$ cat config.mk
export PLATFORM = sky130hd
export DESIGN_NAME = ifetch_unit
export DESIGN_NICKNAME = d
export VERILOG_FILES = /design/src/rtl/ifetch_pkg.sv /design/src/rtl/ifetch_buf.sv /design/src/rtl/ifetch_unit.sv
export SDC_FILE = /design/constraint.sdc
export NUM_CORES = 1
export LEC_CHECK = 0
export ABC_AREA = 1
export CAP_MARGIN = 20
export CORE_MARGIN = 1.5
export CORE_UTILIZATION = 53
export DETAILED_ROUTE_END_ITERATION = 10
export GPL_TIMING_DRIVEN = 0
export PLACE_DENSITY = 0.89
export SYNTH_ARGS = -nofsm -noshare
export SYNTH_HDL_FRONTEND = slang
export SYNTH_SLANG_ARGS = --single-unit
$ cat constraint.sdc
create_clock -name clk -period 2.9 [get_ports clk]
set_input_delay 0.58 -clock clk [delete_from_list [all_inputs] [get_ports clk]]
set_output_delay 0.58 -clock clk [all_outputs]
set_load 0.01 [all_outputs]
$ cat src/rtl/ifetch_pkg.sv
// Shared types and constants for the instruction fetch stage.
package ifetch_pkg;
  localparam logic [31:0] BUBBLE_INST      = 32'h0;
  localparam logic [31:0] DEFAULT_RESET_PC = 32'h0000_0000;

  typedef enum logic [1:0] {
    ST_EMPTY   = 2'd0,
    ST_PENDING = 2'd1,
    ST_READY   = 2'd2
  } ent_st_e;

  function automatic int ptr_w(input int depth);
    return $clog2(depth);
  endfunction
endpackage

$ cat src/rtl/ifetch_buf.sv
// In-order fetch buffer: entries are allocated on request accept, filled on
// response, popped at the head. head <= fill <= tail always holds.
module ifetch_buf
  import ifetch_pkg::*;
#(
  parameter int DEPTH = 2
) (
  input  logic                      clk,
  input  logic                      rst_n,
  input  logic                      clear_i,
  input  logic                      alloc_i,
  input  logic [31:0]               alloc_pc_i,
  input  logic                      fill_i,
  input  logic [31:0]               fill_inst_i,
  input  logic                      pop_i,
  output logic                      head_ready_o,
  output logic [31:0]               head_pc_o,
  output logic [31:0]               head_inst_o,
  output logic [ptr_w(DEPTH):0]     occ_o,
  output logic [ptr_w(DEPTH):0]     pend_o
);
  localparam int PW = ptr_w(DEPTH);
  localparam int CW = PW + 1;
  localparam logic [PW-1:0] PONE = 1;

  ent_st_e [DEPTH-1:0]        st_q;
  logic    [DEPTH-1:0][31:0]  pc_q;
  logic    [DEPTH-1:0][31:0]  inst_q;
  logic    [PW-1:0]           head_q, fptr_q, tail_q;
  logic    [CW-1:0]           occ_q, pend_q;

  // Alloc is applied last so it wins if tail and head coincide on a full pop.
  always_ff @(posedge clk or negedge rst_n) begin
    if (!rst_n) begin
      st_q   <= {DEPTH{ST_EMPTY}};
      pc_q   <= '0;
      inst_q <= '0;
      head_q <= '0;
      fptr_q <= '0;
      tail_q <= '0;
      occ_q  <= '0;
      pend_q <= '0;
    end else if (clear_i) begin
      st_q   <= {DEPTH{ST_EMPTY}};
      head_q <= '0;
      fptr_q <= '0;
      tail_q <= '0;
      occ_q  <= '0;
      pend_q <= '0;
    end else begin
      if (fill_i) begin
        st_q[fptr_q]   <= ST_READY;
        inst_q[fptr_q] <= fill_inst_i;
        fptr_q         <= fptr_q + PONE;
      end
      if (pop_i) begin
        st_q[head_q] <= ST_EMPTY;
        head_q       <= head_q + PONE;
      end
      if (alloc_i) begin
        st_q[tail_q] <= ST_PENDING;
        pc_q[tail_q] <= alloc_pc_i;
        tail_q       <= tail_q + PONE;
      end
      occ_q  <= occ_q + CW'(alloc_i) - CW'(pop_i);
      pend_q <= pend_q + CW'(alloc_i) - CW'(fill_i);
    end
  end

  assign head_ready_o = (st_q[head_q] == ST_READY);
  assign head_pc_o    = pc_q[head_q];
  assign head_inst_o  = inst_q[head_q];
  assign occ_o        = occ_q;
  assign pend_o       = pend_q;
endmodule

$ cat src/rtl/ifetch_unit.sv
// Instruction fetch stage: sequential PC generation, imem req/gnt/rvalid
// handshake, in-order buffering and IF/ID presentation with flush draining.
module ifetch_unit
  import ifetch_pkg::*;
#(
  parameter logic [31:0] RESET_PC = DEFAULT_RESET_PC,
  parameter int          DEPTH    = 2
) (
  input  logic        clk,
  input  logic        rst_n,
  input  logic        pause_flag,
  input  logic        flush_flag,
  input  logic [31:0] redirect_pc,
  output logic        imem_req,
  output logic [31:0] imem_addr,
  input  logic        imem_gnt,
  input  logic        imem_rvalid,
  input  logic [31:0] imem_rdata,
  output logic        if_valid,
  output logic [31:0] if_pc,
  output logic [31:0] if_inst
);
  localparam int CW = ptr_w(DEPTH) + 1;

  logic [31:0]   fetch_pc_q, fetch_pc_d;
  logic [CW-1:0] drop_cnt_q, drop_cnt_d;
  logic [CW-1:0] occ, pend;
  logic          head_ready;
  logic [31:0]   head_pc, head_inst;
  logic          accept, fill, pop, drop_rv;

  ifetch_buf #(.DEPTH(DEPTH)) u_buf (
    .clk         (clk),
    .rst_n       (rst_n),
    .clear_i     (flush_flag),
    .alloc_i     (accept),
    .alloc_pc_i  (fetch_pc_q),
    .fill_i      (fill),
    .fill_inst_i (imem_rdata),
    .pop_i       (pop),
    .head_ready_o(head_ready),
    .head_pc_o   (head_pc),
    .head_inst_o (head_inst),
    .occ_o       (occ),
    .pend_o      (pend)
  );

  // Outstanding dropped responses still hold a slot of in-flight capacity.
  always_comb begin
    imem_req = rst_n && !flush_flag &&
               (({1'b0, occ} + {1'b0, drop_cnt_q}) < (CW+1)'(DEPTH));
    accept   = imem_req && imem_gnt;
    drop_rv  = imem_rvalid && !flush_flag && (drop_cnt_q != '0);
    fill     = imem_rvalid && !flush_flag && (drop_cnt_q == '0) && (pend != '0);
    pop      = head_ready && !pause_flag && !flush_flag;
  end

  // A response landing in a flush cycle retires one of the in-flight requests
  // being written off, so it is netted out of the new drop count.
  always_comb begin
    fetch_pc_d = fetch_pc_q;
    drop_cnt_d = drop_cnt_q;
    if (flush_flag) begin
      fetch_pc_d = {redirect_pc[31:2], 2'b00};
      drop_cnt_d = drop_cnt_q + pend -
                   CW'(imem_rvalid && ((drop_cnt_q != '0) || (pend != '0)));
    end else begin
      if (accept)  fetch_pc_d = fetch_pc_q + 32'd4;
      if (drop_rv) drop_cnt_d = drop_cnt_q - CW'(1);
    end
  end

  always_ff @(posedge clk or negedge rst_n) begin
    if (!rst_n) begin
      fetch_pc_q <= RESET_PC;
      drop_cnt_q <= '0;
    end else begin
      fetch_pc_q <= fetch_pc_d;
      drop_cnt_q <= drop_cnt_d;
    end
  end

  assign imem_addr = fetch_pc_q;
  assign if_valid  = head_ready;
  assign if_pc     = head_ready ? head_pc   : fetch_pc_q;
  assign if_inst   = head_ready ? head_inst : BUBBLE_INST;

  ast_rvalid_orphan: assert property (@(posedge clk) disable iff (!rst_n)
    imem_rvalid |-> ((drop_cnt_q != '0) || (pend != '0)));
endmodule

== After elaboration in Yosys (flattened, before gate mapping) ==
Index checks and enable logic that the tools add are counted.
Word-level totals
  register bits after elaboration: 173
  latch bits: 0
  memory bits (writable): 0
  memory bits (read-only): 0
  output and inout port bits: 98
  memories: 0
Cells by class
  $add $sub $neg: 12
  $mul: 0
  divide/modulo/power cells: 0
  order comparisons: 7
  equal/unequal tests: 1
  shifts and indexed selects: 0
  muxes and demuxes: 38
  bitwise operators: 9
  reduce and logical (&&, ||, !) cells: 25
Operators by type and width (count)
  $mux 32: 10
  $bwmux 64: 2
  $demux 32 s1: 2
  $add 32x3->32 const B: 1
  $mux 4: 6
  $mux 2: 9
  $logic_and 1x1->1: 13
  $reduce_bool 2->1: 6
  $demux 2 s1: 3
  $lt 1x2->1 const B: 3
  $mux 1: 6
  $sub 2x1->2: 3
  $add 2x1->2: 2
  $and 2x2->2: 2
  $and 4x4->4: 1
  $not 2->2: 2
  $not 4->4: 1
  $or 2x2->2: 2
  $reduce_and 2->1: 2
  $add 1x1->1 const B: 3
  $add 2x2->3: 1
  $ge 1x1->1 const B: 3
  $lt 3x2->1 const B: 1
  $add 2x2->2: 1
  other kinds (6): 7

== Longest topological paths before layout ==
Gate-level depths: netlist of the first run.
  word-level depth: 14
  depth in mapped cells: 14

== Modules after synthesis ==
A second synthesis of the first run with hierarchy kept.
Second synthesis, totals
  cells, all modules: 1287
  area total of the unflattened synthesis: 9785.6 um^2
By module, submodules not included
  ifetch_buf: instances 1, cells an instance 752, area each 6665.1 um^2, seq. area each 3478.3 um^2
  ifetch_unit: instances 1, cells an instance 535, area each 3120.5 um^2, seq. area each 800.8 um^2

== Least setup slack after synthesis of the first run ==
OpenSTA, ideal clock, no wires.
  kind: reg-to-reg
  start point: register drop_cnt_q[0]
  end point: register u_buf.occ_q[1] (netlist: u_buf.occ_o[1])
  library setup time: 0.132 ns
  arrival time: 1.961 ns
  slack: 0.807 ns
  stages on the path, launching flop included: 12
  path buffers: 2
  clock period less this slack: 2.093 ns
  path through: dfrtp_1 -> nand2_1 -> inv_1 -> fa_1 -> nor2_2 -> nand4_4 -> inv_2 -> buf_4 -> buf_4 -> ha_1 -> xor2_1 -> nor2_1
On the way
  word-level cells in the longest chain between the ends: 7
Ends and longest elaborated chain
  from (decl): line ifetch_unit.sv:26  | logic [CW-1:0] drop_cnt_q, drop_cnt_d;
  from (signal assigned): line ifetch_unit.sv:79  | drop_cnt_q <= drop_cnt_d;
  $add 2x2->3: line ifetch_unit.sv:51  | (({1'b0, occ} + {1'b0, drop_cnt_q}) < (CW+1)'(DEPTH));
  $lt 3x2->1: line ifetch_unit.sv:51
  $logic_and 1x1->1: line ifetch_unit.sv:50  | imem_req = rst_n && !flush_flag &&
  $logic_and 1x1->1: line ifetch_unit.sv:52  | accept = imem_req && imem_gnt;
  $add 2x1->2: line ifetch_buf.sv:65  | occ_q <= occ_q + CW'(alloc_i) - CW'(pop_i);
  $sub 2x1->2: line ifetch_buf.sv:65
  $mux 2: line ifetch_buf.sv:43  | end else if (clear_i) begin
  to (signal assigned): line ifetch_buf.sv:65
  to (decl): line ifetch_buf.sv:30  | logic [CW-1:0] occ_q, pend_q;
No other way between the ends.
A chain may end at the register's enable or synchronous reset.

== Final worst setup path of the first run ==
  start point: register u_buf.head_q
  end point: output port if_pc[13]
On the way
  word-level cells in the longest chain between the ends: 4
  elaborated cells on any way between the ends: 6
  classes of those cells: eq/ne (1); mux (5)
Ends and longest elaborated chain
  from (decl): line ifetch_buf.sv:29  | logic [PW-1:0] head_q, fptr_q, tail_q;
  from (signal assigned): line ifetch_buf.sv:58  | head_q <= head_q + PONE;
  $mux 2 (implied by the code) (2 in series): line ifetch_buf.sv:70  | assign head_ready_o = (st_q[head_q] == ST_READY);
  $eq 2x2->1: line ifetch_buf.sv:70
  $mux 32 *: line ifetch_unit.sv:85  | assign if_pc = head_ready ? head_pc : fetch_pc_q;
  to (decl): line ifetch_unit.sv:20  | output logic [31:0] if_pc,
Every way passes the cells marked *; elsewhere a longest branch is shown, timed or not. The select of a mux whose other input is x is not followed.

==> results of run 1 <==
sequential cells by signal, summed over array words and instances, names as in the netlist:
name	cells
u_buf.fptr_q	1
u_buf.head_q	1
u_buf.pc_q	60
drop_cnt_q	2
u_buf.tail_q	1
u_buf.pend_o	2
u_buf.inst_q	64
u_buf.occ_o	2
u_buf.st_q	4
imem_addr	30
through the flow:
stage / instances / power, mW / setup WS, ns
2_1_floorplan: 1219 / 4.46 / 0.807
3_3_place_gp: 1599 / 5.17 / -5.56
3_5_place_dp: 1600 / 5.29 / 0.0781
4_1_cts: 1632 / 7.59 / -0.00413
5_1_grt: 1636 / 8.03 / -0.00294
6_report: 1636 / 7.62 / 0.0543
final timing paths:
kind	startpoint	end	slack, ns	cells after the start
min in group clk	u_buf.pc_q[60]	u_buf.pc_q[60]	0.49	2
hold / removal	rst_n	u_buf.inst_q[3]	0.04	1
hold reg to reg	u_buf.pc_q[60]	u_buf.pc_q[60]	0.49	2
setup / recovery	u_buf.head_q	if_pc[13]	0.05	7
max in group asynchronous	rst_n	imem_addr[11]	2.17	2
setup reg to reg	drop_cnt_q[0]	u_buf.pend_o[1]	0.50	11
logic make-up (layout without fill, tap and decap cells):
kind of cell             Yosys count  after routing  share of synthesized area [%]
buffers and inverters            209            406                           10.2
adder cells (fa/ha/maj)            9              9                           1.36
AO/OA/AOI/OAI                    234            234                           14.0
XOR/XNOR                          12             12                           1.19
flip-flops                       167            167                           47.2
AND/OR/NAND/NOR                  584            584                           26.1
other                              1              4                         0.0423
final cells by class:
type,count,area (sq um)
buffer,66,408
inverter,143,539
timing repair buffer,165,1690
clock buffer,20,457
clock inverter,12,141
multi-input combinational,843,3800
tap,220,275
fill,1262,4970
sequential,167,4180
cell usage in the layout (no fill, tap or decap), types with 4 or more instances in the layout:
master	n
sky130_fd_sc_hd__xor2_1	8
sky130_fd_sc_hd__nor2_1	82
sky130_fd_sc_hd__inv_2	4
sky130_fd_sc_hd__a31oi_1	30
sky130_fd_sc_hd__o21ai_1	52
sky130_fd_sc_hd__xnor2_1	4
sky130_fd_sc_hd__clkbuf_1	15
sky130_fd_sc_hd__clkdlybuf4s50_1	152
sky130_fd_sc_hd__nand3_1	31
sky130_fd_sc_hd__nor2_2	8
sky130_fd_sc_hd__conb_1	4
sky130_fd_sc_hd__buf_2	23
sky130_fd_sc_hd__dfrtp_1	166
sky130_fd_sc_hd__nand2_1	449
sky130_fd_sc_hd__o211ai_1	6
sky130_fd_sc_hd__clkbuf_16	18
sky130_fd_sc_hd__buf_4	19
sky130_fd_sc_hd__ha_1	8
sky130_fd_sc_hd__clkbuf_4	6
sky130_fd_sc_hd__buf_6	6
sky130_fd_sc_hd__inv_1	138
sky130_fd_sc_hd__dlymetal6s2s_1	6
sky130_fd_sc_hd__o21ai_0	138
sky130_fd_sc_hd__nand2_2	5
per-layer routing:
layer / share of wire (%) / wire (um)
met5: 0 / 0
met1: 39 / 10200
met3: 9.2 / 2440
met4: 3.6 / 963
met2: 49 / 12900
report_power, final:
group / internal [mW] / total, mW / switching [mW]
Sequential: 2.97 / 3.38 / 0.411
Clock: 1.33 / 2.30 / 0.970
Combinational: 0.864 / 1.94 / 1.08
repair_timing:
action | CTS | global route
gates cloned | 0 | 2
buffers inserted | 0 | 2
pin swaps | 1 | 0
endpoints found under the setup margin | 64 | 52
resized for setup | 20 | 13
worst max-delay path: stages, from the launching register on:
cell and delay (ns):
sky130_fd_sc_hd__dfrtp_2 0.45, sky130_fd_sc_hd__nor2_1 0.12, sky130_fd_sc_hd__nand2_1 0.08, sky130_fd_sc_hd__nand2_2 0.11, sky130_fd_sc_hd__clkbuf_4 0.24, sky130_fd_sc_hd__nor2_1 0.06, sky130_fd_sc_hd__a31oi_1 0.20, sky130_fd_sc_hd__clkdlybuf4s50_1 0.58
==> flow_results.org, run 1 <==
** Timing
- Fin Hold WS :: 0.0364 ns
- Relative slew slack :: 54.6%
- At the pin with the least slew margin, the transition time is 0.682 ns.
- On the final layout, the worst clock skew is 0.00960 ns.
- The number of max-slew violations in the final report came to 0.
- In the final timing run, aggregate negative setup slack is 0 ns.
- Setup violations remaining at the end of the flow were counted as 0.
- Dividing the final minimum period by the clock period gives 98.1%.
- Count of final hold-check violations :: 0
- Clock period minus final worst setup slack :: 2.85 ns
- Timing would allow up to 351 MHz.

** Route
- Total via count in the routed design :: 9000
- Dividing the detail-routed via count by the number of cells gives 5.50.
- DRT Wirelength :: 26600 um
- After detailed routing, the average wire length per cell comes to 16.2 um.
- The count of nets left with antenna violations once routing finished came out at 0.
- Number of DRC markers in iteration 0 :: 1055
- Post-route DRC violation count :: 0
- The first TritonRoute pass finished after 6 iterations.

** Die
- Num rows :: 47
- Once the floorplan was initialized, standard cells occupied 53.8% of the core.
- The region available for standard cell placement spans 16500 sq um.
- The die is 132 um tall.
- Die X :: 132 um
- Overall die area :: 17500 sq um
- 168 I/O pins were placed.

** Clock tree
- Num CTS Buffers :: 17
- Buffers inserted to repair hold after CTS numbered 0.
- CTS max path bufs :: 2
- Clock tree from TritonCTS :: yes
- Count of clock tree sinks :: 167
- After clock tree synthesis, the clock-pin slew on the worst setup and hold paths is 0.06 ns.
- The clock tree synthesis step divided the H-tree into 4 levels.
- Insertion delay to the later sink of the worst-skew pair :: 0.43 ns
- The root buffer cell chosen for the clock tree is sky130_fd_sc_hd__clkbuf_16.

** Run
- Count of maximum capacitance violations :: 0

** Synthesis
- Synth Instances :: 1216
- Sequential element share of the synthesized area :: 47.2%
- Total of warnings raised by yosys :: 0
- Number of synthesized register bits :: 167
- EDFF count, synth :: 0
- Most instantiated cells after synthesis :: sky130_fd_sc_hd__nand2_1, sky130_fd_sc_hd__dfrtp_1, sky130_fd_sc_hd__inv_1, sky130_fd_sc_hd__o21ai_0, sky130_fd_sc_hd__nor2_1
- The largest total area in the synthesized netlist belongs to sky130_fd_sc_hd__dfrtp_1.
- By area the synthesized netlist is led by sky130_fd_sc_hd__dfrtp_1, sky130_fd_sc_hd__nand2_1, sky130_fd_sc_hd__o21ai_0, sky130_fd_sc_hd__inv_1, sky130_fd_sc_hd__nor2_1.
- Counting flops with an async set or reset pin after synthesis yields a share of 100%.
- After synthesis the cells add up to 8860 sq um.
- The most used flip-flop cell after synthesis is sky130_fd_sc_hd__dfrtp_1.
- Count of distinct cell types in the synthesized netlist :: 32
- Averaged over all synthesized cells, the footprint is 7.29 sq um.
- By instance count, the leading cell after synthesis is sky130_fd_sc_hd__nand2_1.
- Summed over its instances, the top area cell type makes up 47.2% of the synthesized netlist area.

** Worst setup path
- Crit path capture type :: output port
- STA puts the critical path data required time at 2.32 ns.
- STA classifies the critical path startpoint as a flop.
- The critical path is of the flop to output port type.
- STA puts the critical path data arrival time at 2.27 ns.
- In this run the worst path has a maximum fanout of 10.

** Global route
- GRT Total Usage :: 30.5%
- In this run the most used layer during global routing was met2.
- For met1 alone, demand over resource in global routing was 39.2%.
- Pin count of the biggest net entering global routing :: 128
- Global routing finished with a remaining overflow of 0.
- Met2 GRT Util :: 49.8%
- The first global-routing pass estimated 42700 um of wire.
- Number of antenna violations at the first check in global routing :: 0
- Global routing usage on met3 :: 5.42%
- Number of global-route vias before repair :: 8614

** Placement
- The congestion estimate from routability-driven global placement came to 0.936.
- Input/output buffers :: 160
- Placed standard-cell area :: 10800 sq um
- The HPWL after detailed placement is 18500 um.

** Layout
- Final instance area :: 11500 sq um
- Antenna cells :: 0
- The area growth from synthesis to layout is 29.7%.
- Post-layout utilization of the core :: 69.8%
- Nets :: 1482
- Ratio of cells with drive above 1 in the final layout :: 8.05%

** Power and ir drop
- The analysis attributes to cell leakage a power of 5.67 nW.
- Worst supply voltage drop on vdd :: 0.000472 V
- Cell area power density :: 663 nW/um^2

** Worst hold path
- The path class of the tightest hold or removal check is primary input to asynchronous set/reset pin.

** Status
- The run finished with clean final reports.
Power figures use the tool's default switching activity.
==> run 2, diff against run 1 <==
Settings changed: CORE_UTILIZATION 53 to 40, MAX_ROUTING_LAYER from default to met4, PLACE_DENSITY 0.89 to 0.72.
==> flow_results.org, run 2 (synthesis gave the netlist of run 1 again) <==
** Route
- The number of DRC violations after detailed-routing iteration 0 is 698 (was 1055).
- The average vias per placed instance was 5.05 (was 5.50).
- The routed wire length per instance was 15.9 um (was 16.2 um).
- Antenna-violating nets left :: 0 (unchanged)
- The count of unresolved DRC violations after routing was 0 (unchanged).
- Pre-antenna DRT Iters :: 5 (was 6)
- The aggregate routed wire length is 27000 um (was 26600 um).
- The total via count in the routed design was 8567 (was 9000).

** Worst setup path
- Data required time of the critical path :: 2.32 ns (about the same)
- Master of the slowest instance on the critical path :: sky130_fd_sc_hd__clkdlybuf4s50_1 (unchanged)
- Max FO, Critical Path :: 10 (unchanged)
- Type of origin of the critical path :: flop (unchanged)
- Critical path class :: flop to output port (unchanged)
- Bufs and invs on worst path :: 3 (was 2)
- The top cell family by delay on the critical path is buffers and inverters (unchanged).
- The nature of the critical path endpoint is an output port (unchanged).
- The maximum cell stage delay along the critical path came to 0.58 ns (about the same).
- The signal arrival time at the worst endpoint came to 2.26 ns (was 2.27 ns).
- CP cell instances :: inv_1 -> clkbuf_2 -> nand2_1 -> a31oi_1 -> clkdlybuf4s50_1 (was nor2_1 -> nand2_1 -> nand2_2 -> clkbuf_4 -> nor2_1 -> a31oi_1 -> clkdlybuf4s50_1)

** Clock tree
- The deepest clock path buffer count is 2 (unchanged).
- The worst-skew pair later-pin latency came to 0.43 ns (about the same).
- The count of hold-fix buffers inserted at cts was 0 (unchanged).
- Clock Pin Slew Worst Setup and Hold Paths :: 0.07 ns (was 0.06 ns)
- Clock tree from TritonCTS :: yes (unchanged)
- Num CTS Buffers :: 17 (unchanged)
- Count of clock tree sinks :: 167 (unchanged)
- Root Driver :: sky130_fd_sc_hd__clkbuf_16 (unchanged)
- Maximum level of the CTS H-tree :: 4 (unchanged)

** Global route
- The busiest layer in global routing is met2 (unchanged).
- The met2 capacity usage during global routing was 38.7% (was 49.8%).
- Number of global-route vias before repair :: 8402 (was 8614)
- GRT Total Usage :: 24.3% (was 30.5%)
- The global-route wire length before repair is 43800 um (was 42700 um).
- Pin count of the biggest net entering global routing :: 118 (was 128)
- Global route total overflow :: 0 (unchanged)
- Global routing usage on met3 :: 4.62% (was 5.42%)
- The initial antenna violation count is 0 (unchanged).
- The global-route track usage on met1 came to 31.7% (was 39.2%).

** Placement
- Placed insts :: 1660 (was 1600)
- RD Place Congestion :: 0.922 (was 0.936)
- DP Wirelength :: 19200 um (was 18500 um)
- The count of buffers inserted at the top-level ports is 160 (unchanged).

** Status
- Outcome: completed (unchanged).

** Layout
- The number of nets in the layout is 1481 (was 1482).
- The number of diodes is 0 (unchanged).
- Ratio of cells with drive above 1 in the final layout :: 8.13% (was 8.05%)
- Highest-count cells in the layout ignoring fill and taps :: sky130_fd_sc_hd__nand2_1, sky130_fd_sc_hd__dfrtp_1, sky130_fd_sc_hd__clkdlybuf4s50_1 (unchanged)
- Most common cell after layout, fill and taps aside :: sky130_fd_sc_hd__nand2_1 (unchanged)
- The number of standard cells in the layout, taps in and fillers out is 1695 (was 1636).
- Max reg flops :: 64 (unchanged)
- The largest register by flop count was u_buf.inst_q (unchanged).
- Area growth from synthesis to final layout :: 30.3% (was 29.7%)

** Timing
- Setup violation total in the final timing report :: 0 (unchanged)
- Relative slew slack :: 52.7% (was 54.6%)
- The clock skew after layout was 0.0108 ns (was 0.00960 ns).
- The worst hold slack is 0.0583 ns (was 0.0364 ns).
- Fin Setup TNS :: 0 ns (unchanged)
- The final period utilization was 97.9% (was 98.1%).
- The shortest clock period the worst path allows after layout is 2.84 ns (was 2.85 ns).
- The transition time at the pin with the least slew margin is 0.710 ns (was 0.682 ns).
- The maximum achievable frequency is 352 MHz (was 351 MHz).
- The count of endpoints failing hold in the final timing report was 0 (unchanged).
- The number of max-slew violations in the final report was 0 (unchanged).

** Power and ir drop
- Worst supply voltage drop on vdd :: 0.000454 V (was 0.000472 V)
- PnR Total Power :: 7.50 mW (was 7.62 mW)
- The leakage power total is 5.61 nW (was 5.67 nW).
- The areal power density over the cells was 649 nW/um^2 (was 663 nW/um^2).

** Die
- The number of primary I/O pins is 168 (unchanged).
- The starting utilization of the core area was 40.7% (was 53.8%).
- Die X :: 152 um (was 132 um)
- The overall die area came to 23100 sq um (was 17500 sq um).
- The number of rows created at floorplan came to 54 (was 47).
- The die span in y was 152 um (was 132 um).
- The standard cell core area came to 21800 sq um (was 16500 sq um).

** Worst hold path
- Hold crit path type :: primary input to asynchronous set/reset pin (unchanged)

** Run
- The max-capacitance violation count was 0 (unchanged).
run 2: timing repair:
item | CTS | global route
gates resized for setup | 23 | 17
cloned | 0 | 1
buffers inserted | 0 | 2
pin swaps | 0 | 1
setup endpoints to repair | 63 | 60
run 2: final timing paths:
check                               start  cells after the start               to  slack, ns
setup / recovery             u_buf.head_q                      5         if_pc[3]       0.06
hold / removal                      rst_n                      1  u_buf.inst_q[8]       0.06
setup reg to reg            drop_cnt_q[0]                     12   u_buf.occ_o[1]       0.41
hold reg to reg            u_buf.pc_q[59]                      2   u_buf.pc_q[59]       0.49
max in group asynchronous           rst_n                      2    imem_addr[26]       2.12
min in group clk           u_buf.pc_q[59]                      2   u_buf.pc_q[59]       0.49
run 2: metal layers:
layer | vias up | share of wire [%]
li1 | 4181 | -
met5 | - | 0
met1 | 4001 | 44
met2 | 343 | 47
met4 | 0 | 2.0
met3 | 42 | 7.0
run 2: power breakdown:
group          internal, mW  switching (mW)
combinational         0.868            1.04
clock                  1.24           0.995
sequential             2.96           0.390
total                  5.07            2.43
run 2: area by class of cell:
type | instances | area, sq um
Buffer | 66 | 420
Clock buffer | 20 | 457
Clock inverter | 12 | 118
Fill cell | 2117 | 10200
Inverter | 143 | 539
Multi-Input combinational cell | 843 | 3810
Sequential cell | 167 | 4180
Tap cell | 280 | 350
Timing Repair Buffer | 164 | 1680
run 2: stage by stage:
stage,instance area (sq um),util (%),worst slack [ns]
floorplan,8870,-,0.807
global placement,10800,49.8,-5.81
detailed placement,10900,49.9,0.0136
CTS,11500,52.7,-0.0423
global route,11500,53.1,-0.00942
finish,11500,53.1,0.0610
==> run 3, diff against run 2 <==
Settings changed: CORE_ASPECT_RATIO from default to 1.25, RECOVER_POWER from default to 50.
==> flow_results.org, run 3 (synthesis gave the netlist of run 1 again) <==
** Timing
- The final period utilization came to 98.1% (was 97.9%).
- Fin Setup TNS :: 0 ns (unchanged)
- The maximum achievable frequency came to 352 MHz (about the same).
- Setup violation total in the final timing report :: 0 (unchanged)
- The transition time at the pin with the least slew margin is 1.39 ns (was 0.710 ns).
- Relative slew slack :: 7.26% (was 52.7%)
- Count of final hold-check violations :: 0 (unchanged)
- The shortest clock period the worst path allows after layout came to 2.84 ns (about the same).
- Count of final max-slew check failures :: 0 (unchanged)
- Worst setup skew after layout :: 0.0108 ns (about the same)

** Layout
- Area growth from synthesis to final layout :: 30.2% (was 30.3%)
- The fraction of layout cells with a size suffix above 1 is 7.49% (was 8.13%).
- The number of nets in the layout came to 1481 (unchanged).
- Max reg flops :: 64 (unchanged)
- The most frequent standard cell in the layout excluding fill and tap cells was sky130_fd_sc_hd__nand2_1 (unchanged).
- The number of diodes was 0 (unchanged).
- The largest register by flop count is u_buf.inst_q (unchanged).
- Highest-count cells in the layout ignoring fill and taps :: sky130_fd_sc_hd__nand2_1, sky130_fd_sc_hd__dfrtp_1, sky130_fd_sc_hd__clkdlybuf4s50_1 (unchanged)
- The number of standard cells in the layout, taps in and fillers out came to 1694 (was 1695).

** Route
- Routed WL per cell :: 16.1 um (was 15.9 um)
- Routed via count divided by cell count :: 5.11 (was 5.05)
- The count of unresolved DRC violations after routing came to 0 (unchanged).
- The number of DRC violations after detailed-routing iteration 0 was 645 (was 698).
- The residual antenna-violating net count after detailed routing was 0 (unchanged).
- The detailed-routing iteration count for the pre-antenna-repair pass is 7 (was 5).
- The total via count in the routed design came to 8661 (was 8567).
- DRT Wirelength :: 27300 um (was 27000 um)

** Worst setup path
- The required time of the critical path came to 2.32 ns (about the same).
- Crit path capture type :: output port (unchanged)
- Max FO, Critical Path :: 10 (unchanged)
- Arrival time at the worst endpoint :: 2.26 ns (about the same)
- CP cell instances: inv_1 -> clkbuf_4 -> nand2_1 -> a31oi_1 -> clkdlybuf4s50_1 (was inv_1 -> clkbuf_2 -> nand2_1 -> a31oi_1 -> clkdlybuf4s50_1).
- The critical path class is flop to output port (unchanged).
- FF-to-FF End :: u_buf.occ_o[1] (unchanged)
- The slowest stage cell on the critical path was sky130_fd_sc_hd__clkdlybuf4s50_1 (unchanged).
- The maximum cell stage delay along the critical path is 0.59 ns (was 0.58 ns).
- The type of element launching the critical path is a flop (unchanged).
- The length in cells of the worst reg-to-reg path is 12 (unchanged).
- The minimum setup slack among reg-to-reg paths was 0.42 ns (was 0.41 ns).
- The start of the worst register-to-register path is drop_cnt_q[0] (unchanged).

** Clock tree
- The total CTS buffers came to 17 (unchanged).
- CTS max path bufs :: 2 (unchanged)
- The worst-skew pair later-pin latency is 0.43 ns (about the same).
- The master cell of the clock root buffer is sky130_fd_sc_hd__clkbuf_16 (unchanged).
- The total clock sinks was 167 (unchanged).
- Clock Pin Slew Worst Setup and Hold Paths :: 0.07 ns (about the same)
- The CTS tree is yes (unchanged).
- Maximum level of the CTS H-tree :: 4 (unchanged)
- The count of hold-fix buffers inserted at cts was 0 (unchanged).

** Die
- The overall die area came to 23100 sq um (about the same).
- Initial Util :: 41.0% (was 40.7%)
- Io pins :: 168 (unchanged)
- The die span in y was 169 um (was 152 um).
- The floorplan die width came to 136 um (was 152 um).
- Core box area :: 21600 sq um (was 21800 sq um)
- Num rows :: 60 (was 54)

** Power and ir drop
- The clock share of power came to 31.4% (was 29.8%).
- The part of the total power dissipated in sequential elements was 43.7% (was 44.7%).
- Proportion of total power due to net switching :: 31.8% (was 32.4%)
- Worst supply voltage drop on vdd :: 0.000418 V (was 0.000454 V)
- The net switching power came to 2.44 mW (was 2.43 mW).
- Internal portion of total power :: 5.24 mW (was 5.07 mW)
- Part of the power in combinational logic :: 24.9% (was 25.5%)
- The leakage power total came to 5.59 nW (was 5.61 nW).
- Cell area power density :: 665 nW/um^2 (was 649 nW/um^2)

** Global route
- The number of global-route vias before repair is 8584 (was 8402).
- The initial antenna violation count came to 0 (unchanged).
- GRT Total Usage :: 24.9% (was 24.3%)
- The total overflow reported by the global router came to 0 (unchanged).
- The global-route wire length before repair is 43400 um (was 43800 um).
- The pin count of the biggest net entering global routing was 108 (was 118).

** Worst hold path
- Hold crit path type :: primary input to asynchronous set/reset pin (unchanged)

** Placement
- The number of cells after detailed placement is 1659 (was 1660).
- RD Place Congestion :: 1.02 (was 0.922)
- The total half-perimeter wirelength after legalization and detailed placement is 19600 um (was 19200 um).
- Input/output buffers :: 160 (unchanged)

** Run
- The max-capacitance violation count came to 0 (unchanged).

** Status
- Outcome :: completed (unchanged)
[run 3: cell types whose count changed in the layout (fill, tap and decap cells not counted), moves of 3 or more]
cell                              delta
sky130_fd_sc_hd__clkdlybuf4s50_1     +3
sky130_fd_sc_hd__inv_6               +3
sky130_fd_sc_hd__o21ai_0             +7
sky130_fd_sc_hd__buf_4               -4
sky130_fd_sc_hd__o21ai_1             -7
sky130_fd_sc_hd__clkbuf_1            +5
[run 3: worst max-delay path, delay by kind of cell, from the launching register on]
kind / cells / cell delay, ns
DFF: 1 / 0.44
buffers and inverters: 3 / 1.06
AOI/OAI and AO/OA: 1 / 0.27
and+or+nand+nor: 1 / 0.07
[run 3: power by group through the flow]
stage,Sequential [mW],Combinational [mW],Clock [mW]
after floorplan,3.31,1.15,0
after global placement,3.37,1.83,0
after detailed placement,3.38,1.89,0
after CTS,3.34,1.90,2.45
after global routing,3.42,2.19,2.54
final,3.36,1.91,2.41
[run 3: area by class of cell]
class	instances	area, sq um
clock buffer	18	439
buffer	66	400
timing repair buffer	164	1660
sequential	167	4180
fill	2127	10100
tap	279	349
clock inverter	14	186
multi-input combinational	843	3790
inverter	143	538
[run 3: worst max path at each step]
stage	slack [ns]	startpoint	end
detailed placement	-0.002	rst_n	u_buf.occ_o[1]
floorplan	0.81	drop_cnt_q[0]	u_buf.occ_o[1]
global placement	-5.82	rst_n	u_buf.pc_q[20]
CTS	0.001	u_buf.head_q	if_pc[31]
global route	-0.0006	u_buf.head_q	if_pc[16]
finish	0.06	u_buf.head_q	if_pc[3]
[run 3: metrics by stage]
stage | hold slack, ns | cell area [sq um] | total power [mW] | util (%) | setup slack [ns]
after floorplan | 0.284 | 8870 | 4.46 | - | 0.807
after global placement | 0.466 | 10800 | 5.19 | 50.1 | -5.82
after detailed placement | 0.473 | 10900 | 5.27 | 50.2 | -0.00154
after CTS | 0.0934 | 11500 | 7.69 | 53.3 | 0.00149
after global routing | 0.111 | 11500 | 8.16 | 53.4 | -0.000575
final | 0.0761 | 11500 | 7.68 | 53.4 | 0.0563
[run 3: what timing repair did]
action,in CTS,in global routing
setup endpoints to repair,64,61
cloned,0,1
resized for setup,22,12
pin swaps,1,1
setup buffers,0,2
[run 3: metal layers]
metal  wire length (um)  GRT usage, %  up-vias
met5                  0             -        -
met4               1070          12.1        0
met3               1590          3.73       75
met2              13500          41.1      325
met1              11100          29.8     4086
li1                   -             -     4175
